$ cat config.mk
export PLATFORM = sky130hd
export DESIGN_NAME = paula_audio_sequencer
export DESIGN_NICKNAME = d
export VERILOG_FILES = /design/src/rtl/paula_audio_pkg.sv /design/src/rtl/paula_audio_pertimer.sv /design/src/rtl/paula_audio_sequencer.sv
export SDC_FILE = /design/constraint.sdc
export NUM_CORES = 1
export LEC_CHECK = 0
export BUFFER_PORTS_ARGS = -buffer_cell sky130_fd_sc_hd__buf_2
export CAP_MARGIN = 30
export CORE_MARGIN = 2
export CORE_UTILIZATION = 45
export CTS_BUF_LIST = sky130_fd_sc_hd__clkbuf_16
export CTS_CLUSTER_DIAMETER = 30
export DETAILED_ROUTE_END_ITERATION = 12
export PLACE_DENSITY = 0.64
export SYNTH_ARGS = -nofsm -noshare
export SYNTH_HDL_FRONTEND = slang
export SYNTH_SLANG_ARGS = --single-unit
$ cat constraint.sdc
create_clock -name clk -period 2.35 [get_ports clk]
set_input_delay 0.235 -clock clk [delete_from_list [all_inputs] [get_ports clk]]
set_output_delay 0.235 -clock clk [all_outputs]
set_load 0.01 [all_outputs]
$ cat src/rtl/paula_audio_pkg.sv
// ============================================================================
// Module   : paula_audio_pkg
// Purpose  : Shared widths, state encoding and volume clamp for one Paula
//            audio channel sequencer.
// Revision : 1.0 - initial release
// ============================================================================
`default_nettype none

package paula_audio_pkg;

  localparam int c_SMP_W = 8;
  localparam int c_VOL_W = 6;
  localparam int c_PER_W = 16;
  localparam int c_LEN_W = 16;

  localparam logic [c_VOL_W-1:0] c_VOL_MAX = 6'd63;

  typedef enum logic [1:0] {
    ST_IDLE  = 2'd0,
    ST_FIRST = 2'd1,
    ST_HI    = 2'd2,
    ST_LO    = 2'd3
  } state_t;

  // Bit 6 forces full scale regardless of the low six bits.
  function automatic logic [c_VOL_W-1:0] vol_clamp(input logic [6:0] i_v);
    return i_v[6] ? c_VOL_MAX : i_v[5:0];
  endfunction

endpackage

`default_nettype wire

$ cat src/rtl/paula_audio_pertimer.sv
// ============================================================================
// Module   : paula_audio_pertimer
// Purpose  : Colour-clock period down-counter; a period of 0 behaves as 1.
// Revision : 1.0 - initial release
// ============================================================================
`default_nettype none

module paula_audio_pertimer
  import paula_audio_pkg::*;
(
  input  logic               clk,
  input  logic               rst,
  input  logic               i_load,
  input  logic               i_cck_en,
  input  logic [c_PER_W-1:0] i_period,
  output logic               o_expire
);

  logic [c_PER_W-1:0] r_cnt;
  logic [c_PER_W-1:0] w_reload;

  assign w_reload = (i_period == '0) ? c_PER_W'(1) : i_period;

  // The counter parks at 1 so an unreloaded (underrun) period keeps expiring.
  assign o_expire = i_cck_en && (r_cnt <= c_PER_W'(1));

  always_ff @(posedge clk) begin
    if (rst) begin
      r_cnt <= '0;
    end else if (i_load) begin
      r_cnt <= w_reload;
    end else if (i_cck_en && (r_cnt > c_PER_W'(1))) begin
      r_cnt <= r_cnt - c_PER_W'(1);
    end
  end

endmodule

`default_nettype wire

$ cat src/rtl/paula_audio_sequencer.sv
// ============================================================================
// Module   : paula_audio_sequencer
// Purpose  : Per-channel Paula audio sequencer: DMA word buffering, byte
//            playback at the programmed period, DMA requests and block IRQs.
// Revision : 1.0 - initial release
// ============================================================================
`default_nettype none

module paula_audio_sequencer
  import paula_audio_pkg::*;
(
  input  logic               clk,
  input  logic               reset,
  input  logic               cck_en,
  input  logic               dmaena,
  input  logic               per_wr,
  input  logic               len_wr,
  input  logic               vol_wr,
  input  logic [15:0]        reg_data,
  input  logic               dat_wr,
  input  logic [15:0]        dat_data,
  output logic               dmareq,
  output logic               intreq,
  output logic [c_SMP_W-1:0] sample,
  output logic [c_VOL_W-1:0] volume
);

  state_t             r_state;
  logic [c_PER_W-1:0] r_per;
  logic [c_LEN_W-1:0] r_len;
  logic [c_LEN_W-1:0] r_len_cnt;
  logic [15:0]        r_buf;
  logic [15:0]        r_hold;
  logic               r_hold_valid;
  logic               r_under;
  logic               r_dmareq;
  logic               r_intreq;
  logic [c_SMP_W-1:0] r_sample;
  logic [c_VOL_W-1:0] r_volume;

  logic               w_acc;
  logic               w_expire;
  logic               w_load;
  logic [c_PER_W-1:0] w_per_eff;
  logic [c_LEN_W-1:0] w_len_eff;

  assign w_acc     = dat_wr && r_dmareq;
  // A register write landing on a reload cycle is used immediately.
  assign w_per_eff = per_wr ? reg_data : r_per;
  assign w_len_eff = len_wr ? reg_data : r_len;

  assign dmareq = r_dmareq;
  assign intreq = r_intreq;
  assign sample = r_sample;
  assign volume = r_volume;

  always_comb begin
    w_load = 1'b0;
    if (dmaena) begin
      case (r_state)
        ST_FIRST: w_load = w_acc;
        ST_HI:    w_load = w_expire;
        ST_LO:    w_load = (w_expire && r_hold_valid) ||
                           (w_acc && !r_hold_valid && (w_expire || r_under));
        default:  w_load = 1'b0;
      endcase
    end
  end

  paula_audio_pertimer u_pertimer (
    .clk      (clk),
    .rst      (reset),
    .i_load   (w_load),
    .i_cck_en (cck_en),
    .i_period (w_per_eff),
    .o_expire (w_expire)
  );

  always_ff @(posedge clk) begin
    if (reset) begin
      r_per    <= '0;
      r_len    <= '0;
      r_volume <= '0;
    end else begin
      if (per_wr) r_per <= reg_data;
      if (len_wr) r_len <= reg_data;
      if (vol_wr) r_volume <= vol_clamp(reg_data[6:0]);
    end
  end

  always_ff @(posedge clk) begin
    if (reset) begin
      r_state      <= ST_IDLE;
      r_len_cnt    <= '0;
      r_buf        <= '0;
      r_hold       <= '0;
      r_hold_valid <= 1'b0;
      r_under      <= 1'b0;
      r_dmareq     <= 1'b0;
      r_intreq     <= 1'b0;
      r_sample     <= '0;
    end else if (!dmaena) begin
      r_state      <= ST_IDLE;
      r_hold_valid <= 1'b0;
      r_under      <= 1'b0;
      r_dmareq     <= 1'b0;
      r_intreq     <= 1'b0;
      r_sample     <= '0;
    end else begin
      r_intreq <= 1'b0;
      case (r_state)
        ST_IDLE: begin
          r_sample  <= '0;
          r_len_cnt <= w_len_eff;
          r_dmareq  <= 1'b1;
          r_state   <= ST_FIRST;
        end
        ST_FIRST: begin
          if (w_acc) begin
            r_buf     <= dat_data;
            r_sample  <= dat_data[15:8];
            r_len_cnt <= w_len_eff;
            r_dmareq  <= 1'b0;
            r_intreq  <= 1'b1;
            r_state   <= ST_HI;
          end
        end
        ST_HI: begin
          if (w_expire) begin
            r_sample <= r_buf[7:0];
            r_dmareq <= 1'b1;
            r_state  <= ST_LO;
          end
        end
        ST_LO: begin
          // A counter value of 1 marks the word that opens the next block.
          if (w_acc) begin
            if (r_len_cnt == c_LEN_W'(1)) begin
              r_len_cnt <= w_len_eff;
              r_intreq  <= 1'b1;
            end else begin
              r_len_cnt <= r_len_cnt - c_LEN_W'(1);
            end
          end
          if (w_expire && r_hold_valid) begin
            r_buf        <= r_hold;
            r_sample     <= r_hold[15:8];
            r_hold_valid <= 1'b0;
            r_state      <= ST_HI;
          end else if (w_acc && (w_expire || r_under)) begin
            r_buf    <= dat_data;
            r_sample <= dat_data[15:8];
            r_dmareq <= 1'b0;
            r_under  <= 1'b0;
            r_state  <= ST_HI;
          end else begin
            if (w_acc) begin
              r_hold       <= dat_data;
              r_hold_valid <= 1'b1;
              r_dmareq     <= 1'b0;
            end
            if (w_expire) r_under <= 1'b1;
          end
        end
        default: r_state <= ST_IDLE;
      endcase
    end
  end

endmodule

`default_nettype wire

# Word level (Yosys, flattened, before mapping)
# Index checks and enable logic that the tools add are counted.
# totals
ff_bits,108
output_inout_bits,16
elab_cells,94
# op_classes
add_sub_neg,2
order_cmp,2
n_eq_ne,10
mux,39
bitwise_logic,3
n_reduce_logical,25
# ops
cell,count
16-bit 2-to-1 mux,8
8-bit 2-to-1 mux,7
16-bit one-hot mux with 3 select lines,1
8-bit one-hot mux with 4 select lines,1
16-bit by 1-bit subtractor with 16-bit output (second input constant),2
16-bit by 1-bit equality test with 1-bit output (second input constant),1
16-bit by 1-bit > comparator with 1-bit output (second input constant),1
16-bit by 1-bit <= comparator with 1-bit output (second input constant),1
16-bit zero test,1
8-bit one-hot mux with 2 select lines,1
1-bit 2-to-1 mux,12
2-bit inequality test (second input constant),5
3-bit AND reduction,3
2-bit 2-to-1 mux,4
2-bit one-hot mux with 4 select lines,1
4-bit AND reduction,2
2-bit nonzero test,4
1-bit logical AND,7
6-bit 2-to-1 mux,1
5-bit AND reduction,1
2-bit equality test (second input constant),2
1-bit one-hot mux with 4 select lines,1
3-bit inequality test (second input constant),1
1-bit inverter,3
other kinds (9),10

# Depth between registers and ports, before layout
# logic_depth
depth_word,8
depth_mapped,8
mapped_depth_nobuf,7

# Hierarchy
# A second synthesis with hierarchy kept.
# unflattened
hier_cells,591
hier_area_um2,5255.0
# modules_own_cells
module,instances,cells_each,area_each_um2,seq_area_each_um2
paula_audio_sequencer,1,461,4187.8,1841.8
paula_audio_pertimer,1,130,1067.3,320.3

# Worst setup path after synthesis
# No wires, ideal clock.
# synth_timing
path_type,reg-to-reg
from,register u_pertimer.r_cnt[8]
to,register r_hold[10]
arrival_ns,2.293
slack_ns,-0.070
stages_incl_launch_ff,8
path_buffers,2
cell_sequence,dfxtp_1 > or4_4 > buf_6 > or4b_4 > o211ai_4 > buf_6 > mux2i_1 > nor2_1
# synth_between
elab_chain_len,6
elab_cells_between_ends,8
# synth_rtl
item,line_no,rtl
"start, declared",paula_audio_pertimer.sv:19,logic [c_PER_W-1:0] r_cnt;
"start signal, assigned",paula_audio_pertimer.sv:31,r_cnt <= w_reload;
"start signal, assigned",paula_audio_pertimer.sv:33,r_cnt <= r_cnt - c_PER_W'(1);
16-bit by 1-bit <= comparator with 1-bit output *,paula_audio_pertimer.sv:25,assign o_expire = i_cck_en && (r_cnt <= c_PER_W'(1));
1-bit logical AND *,paula_audio_pertimer.sv:25,
1-bit logical OR,paula_audio_sequencer.sv:150,end else if (w_acc && (w_expire || r_under)) begin
1-bit logical AND,paula_audio_sequencer.sv:150,
1-bit inverter (no source line),n/a,
5-bit AND reduction (no source line) *,n/a,
"end signal, assigned",paula_audio_sequencer.sv:158,r_hold <= dat_data;
"end, declared",paula_audio_sequencer.sv:33,logic [15:0] r_hold;
# Mark *: on every way between the ends. The rest lies on a longest branch, timed or not.
# A chain may end at the register's enable or synchronous reset.

# Worst setup path in the final report
# layout_timing
from,register u_pertimer.r_cnt[11]
to,register r_hold[9]
# Same word-level chain as after synthesis.

==> results.toml <==
[layout]
drive_above_1_share_pct = 22.7
final_cells = 792
syn2layout_area_growth_pct = 19.1
nets = 689
fin_util_pct = 54.8
n_antenna_cell = 0

[grt]
grt_max_degree = 58
first_global_vias = 4322
grt-ovfl-total = 0
antenna_found_initial = 0
grt_first_pass_wirelength_um = 21700
gr-usage-all-layers_pct = 21.4

[synth]
yosys.cell_types.count = 69
synth_top_area_share_pct = 41.1
syn_area_um2 = 5260
async_reset_ff_share_pct = 0
yosysSeqAreaShare_pct = 41.1
syn-instance-count = 580
synth_edf_count = 0
synthTopCellsByArea = "dfxtp_1 (41%), mux2i_1 (11%), nor2_1 (6.6%)"
syn_nets = 624
ys_ff_latch = 108
ys_warn_count = 0
yosysTopAreaCell = "dfxtp_1"
synth_flop_cell = "dfxtp_1"
syn_avg_cell_area_um2 = 9.06

[floorplanning]
core_um2 = 11400
fp.dieH_um = 112
dieWidth_um = 112
die_area_um2 = 12600
start_util_pct = 46.0
rows = 39
pin_count = 56

[drt]
avgViaCountPerCell = 5.81
wl_um = 13300
drt_iter0_markers = 299
drtAntennaViolNets = 0
dr.pass1.iters = 5
wl_per_cell_um = 16.8
drc = 0
vias = 4601

[job]
drv_cap = 0

[clock_network]
clock_sinks = 108
cts_buffers = 9
path_clk_slew_ps = 70
clockBufferDepth = 2
cts_setup_buffers = 0
clkLatencyLatePin_ps = 360
cts.htree.levels = 3
root_buffer = "clkbuf_16"
cts_tree = "done"

[setup_path]
worst_ep_required_time_ps = 2590
cp.arrival_ps = 2540
worstSetupPathType = "register to register"
critPathCaptureType = "register"
cp-start-kind = "register"
cp_max_fo = 8

[worst_hold_path]
hp-class = "primary input to register"

[timing]
post-route-min-period_ps = 2310
fin_skew_ps = 12.7
rsz0062_at_grt = "yes"
max_freq_ghz = 0.434
worstMarginPinSlew_ps = 732
slew_violations = 0
setup_violations = 0
max_slew_margin_pct = 50.9
finalCritPeriodShare_pct = 98.1
final_hold_viol_count = 0

[run_status]
outcome = "finished, final reports clean"

[placed_design]
dpl.cell_count = 775
io_buffer_count = 55
hpwl_um = 9440
gp_congestion = 0.936

[power_and_ir_drop]
p_leak_nw = 2.61
power.density_nw_per_um2 = 972
vdd_drop_max_v = 0.000630
-- synthesized netlist by cell type (9+ instances only) --
cell      number
nor4_1        13
o21ai_0       11
and2_1        14
nor2_1        92
or3_1          9
clkbuf_1      28
mux2i_1       56
nand3_1       12
inv_1         11
nand2_1       26
a21oi_1       22
nor3_1        16
dfxtp_1      108
a211oi_1      10
-- worst paths after layout --
| check | end | start | cells after the start | slack (ps) |
|---|---|---|---|---|
| min | dmareq$_SDFFE_PP0P_ | dat_wr | 2 | 100 |
| max | r_hold[9]$_SDFFE_PP0P_ | u_pertimer.r_cnt[11]$_SDFFE_PP0P_ | 6 | 40 |
| min reg2reg | sample[3]$_SDFFE_PP0P_ | sample[3]$_SDFFE_PP0P_ | 1 | 470 |
| max reg2reg | r_hold[9]$_SDFFE_PP0P_ | u_pertimer.r_cnt[11]$_SDFFE_PP0P_ | 6 | 40 |
-- routing by layer --
| layer | vias to the layer above | routed length, µm | track usage, % |
|---|---|---|---|
| li1 | 2275 | - | - |
| met1 | 2181 | 6190 | 29.0 |
| met2 | 121 | 6150 | 33.6 |
| met3 | 24 | 564 | 3.40 |
| met4 | 0 | 382 | 10.0 |
| met5 | - | 0 | 0 |
-- layout by cell type (no fill, tap or decap), types with 4 or more instances in the layout --
master,Yosys,routed
a211oi_1,10,10
nor3_1,16,16
or4_1,8,7
nand3_1,12,12
a21oi_1,22,22
nor2_1,92,92
inv_1,11,11
a22o_1,6,6
o21ai_0,11,11
nor4_1,13,12
a221oi_1,8,7
clkbuf_16,0,10
o32ai_1,4,4
dfxtp_1,108,106
a31oi_1,6,6
and2_1,14,14
buf_12,0,5
o22ai_1,7,7
xnor2_1,8,8
a221o_2,4,4
a211oi_2,7,7
nor2b_1,4,4
mux2_2,4,4
mux2i_1,56,54
nand4_1,5,5
a32o_1,4,4
nand2_1,26,26
buf_4,2,32
or3_1,9,9
o2bb2ai_1,4,4
a21boi_0,4,4
buf_2,5,55
-- kinds of logic (layout without fill, tap and decap cells) --
| group | count (synthesis) | count (layout) | synth area share, % |
|---|---|---|---|
| flip-flops | 108 | 108 | 41.1 |
| AND/OR/NAND/NOR | 220 | 220 | 21.4 |
| multiplexers | 60 | 60 | 11.5 |
| AO/OA/AOI/OAI | 129 | 130 | 19.2 |
| XOR/XNOR | 8 | 8 | 1.33 |
| adder cells (fa/ha/maj) | 4 | 4 | 0.952 |
| buffers and inverters | 51 | 119 | 4.47 |
-- worst max-delay path, cell delays in order (launching register included) --
cell and delay (ps):
dfxtp_2 330, or4_4 520, or4b_4 600, o211ai_4 260, clkbuf_16 220, mux2i_1 200
nor2_1 50
-- what timing repair did --
item                       CTS  global route
hold buffers                 0             0
setup endpoints to repair    4            45
gates cloned                 0             2
gates resized for setup      0             8
pin swaps                    1             5
-- sequential cells by signal, summed over array words and instances (netlist names), 2 cells and up --
register and flops:
u_pertimer.r_cnt 16, volume 6, r_len 16, r_per 16, r_state 2, sample 8
r_len_cnt 16, r_buf 8, r_hold 16
-- area by class of cell --
cell class	count	area, µm²
Fill cell	1053	5160
Multi-Input combinational cell	422	2900
Sequential cell	108	2160
Timing Repair Buffer	93	641
Clock buffer	9	225
Tap cell	143	179
Clock inverter	6	111
Inverter	11	41.3
-- power by group --
part / internal [W] / switching, W / leakage (nW)
sequential: 0.00202 / 0.000137 / 0.884
combinational: 0.00103 / 0.00118 / 1.56
clock: 0.00104 / 0.000680 / 0.164
-- through the flow --
step | power (W) | instance area (µm²) | hold WS [ps] | setup WS, ps | TNS [ps]
2_1_floorplan | 0.00358 | 5260 | 332 | -32.9 | -329
3_3_place_gp | 0.00430 | 5860 | 445 | 49.1 | 0
3_5_place_dp | 0.00433 | 5860 | 450 | -4.89 | -9.52
4_1_cts | 0.00607 | 6190 | 89.3 | 30.3 | 0
5_1_grt | 0.00642 | 6260 | 99.6 | -22.8 | -118
6_report | 0.00609 | 6260 | 102 | 43.9 | 0
Note: power is estimated with default switching activity, not from simulation.
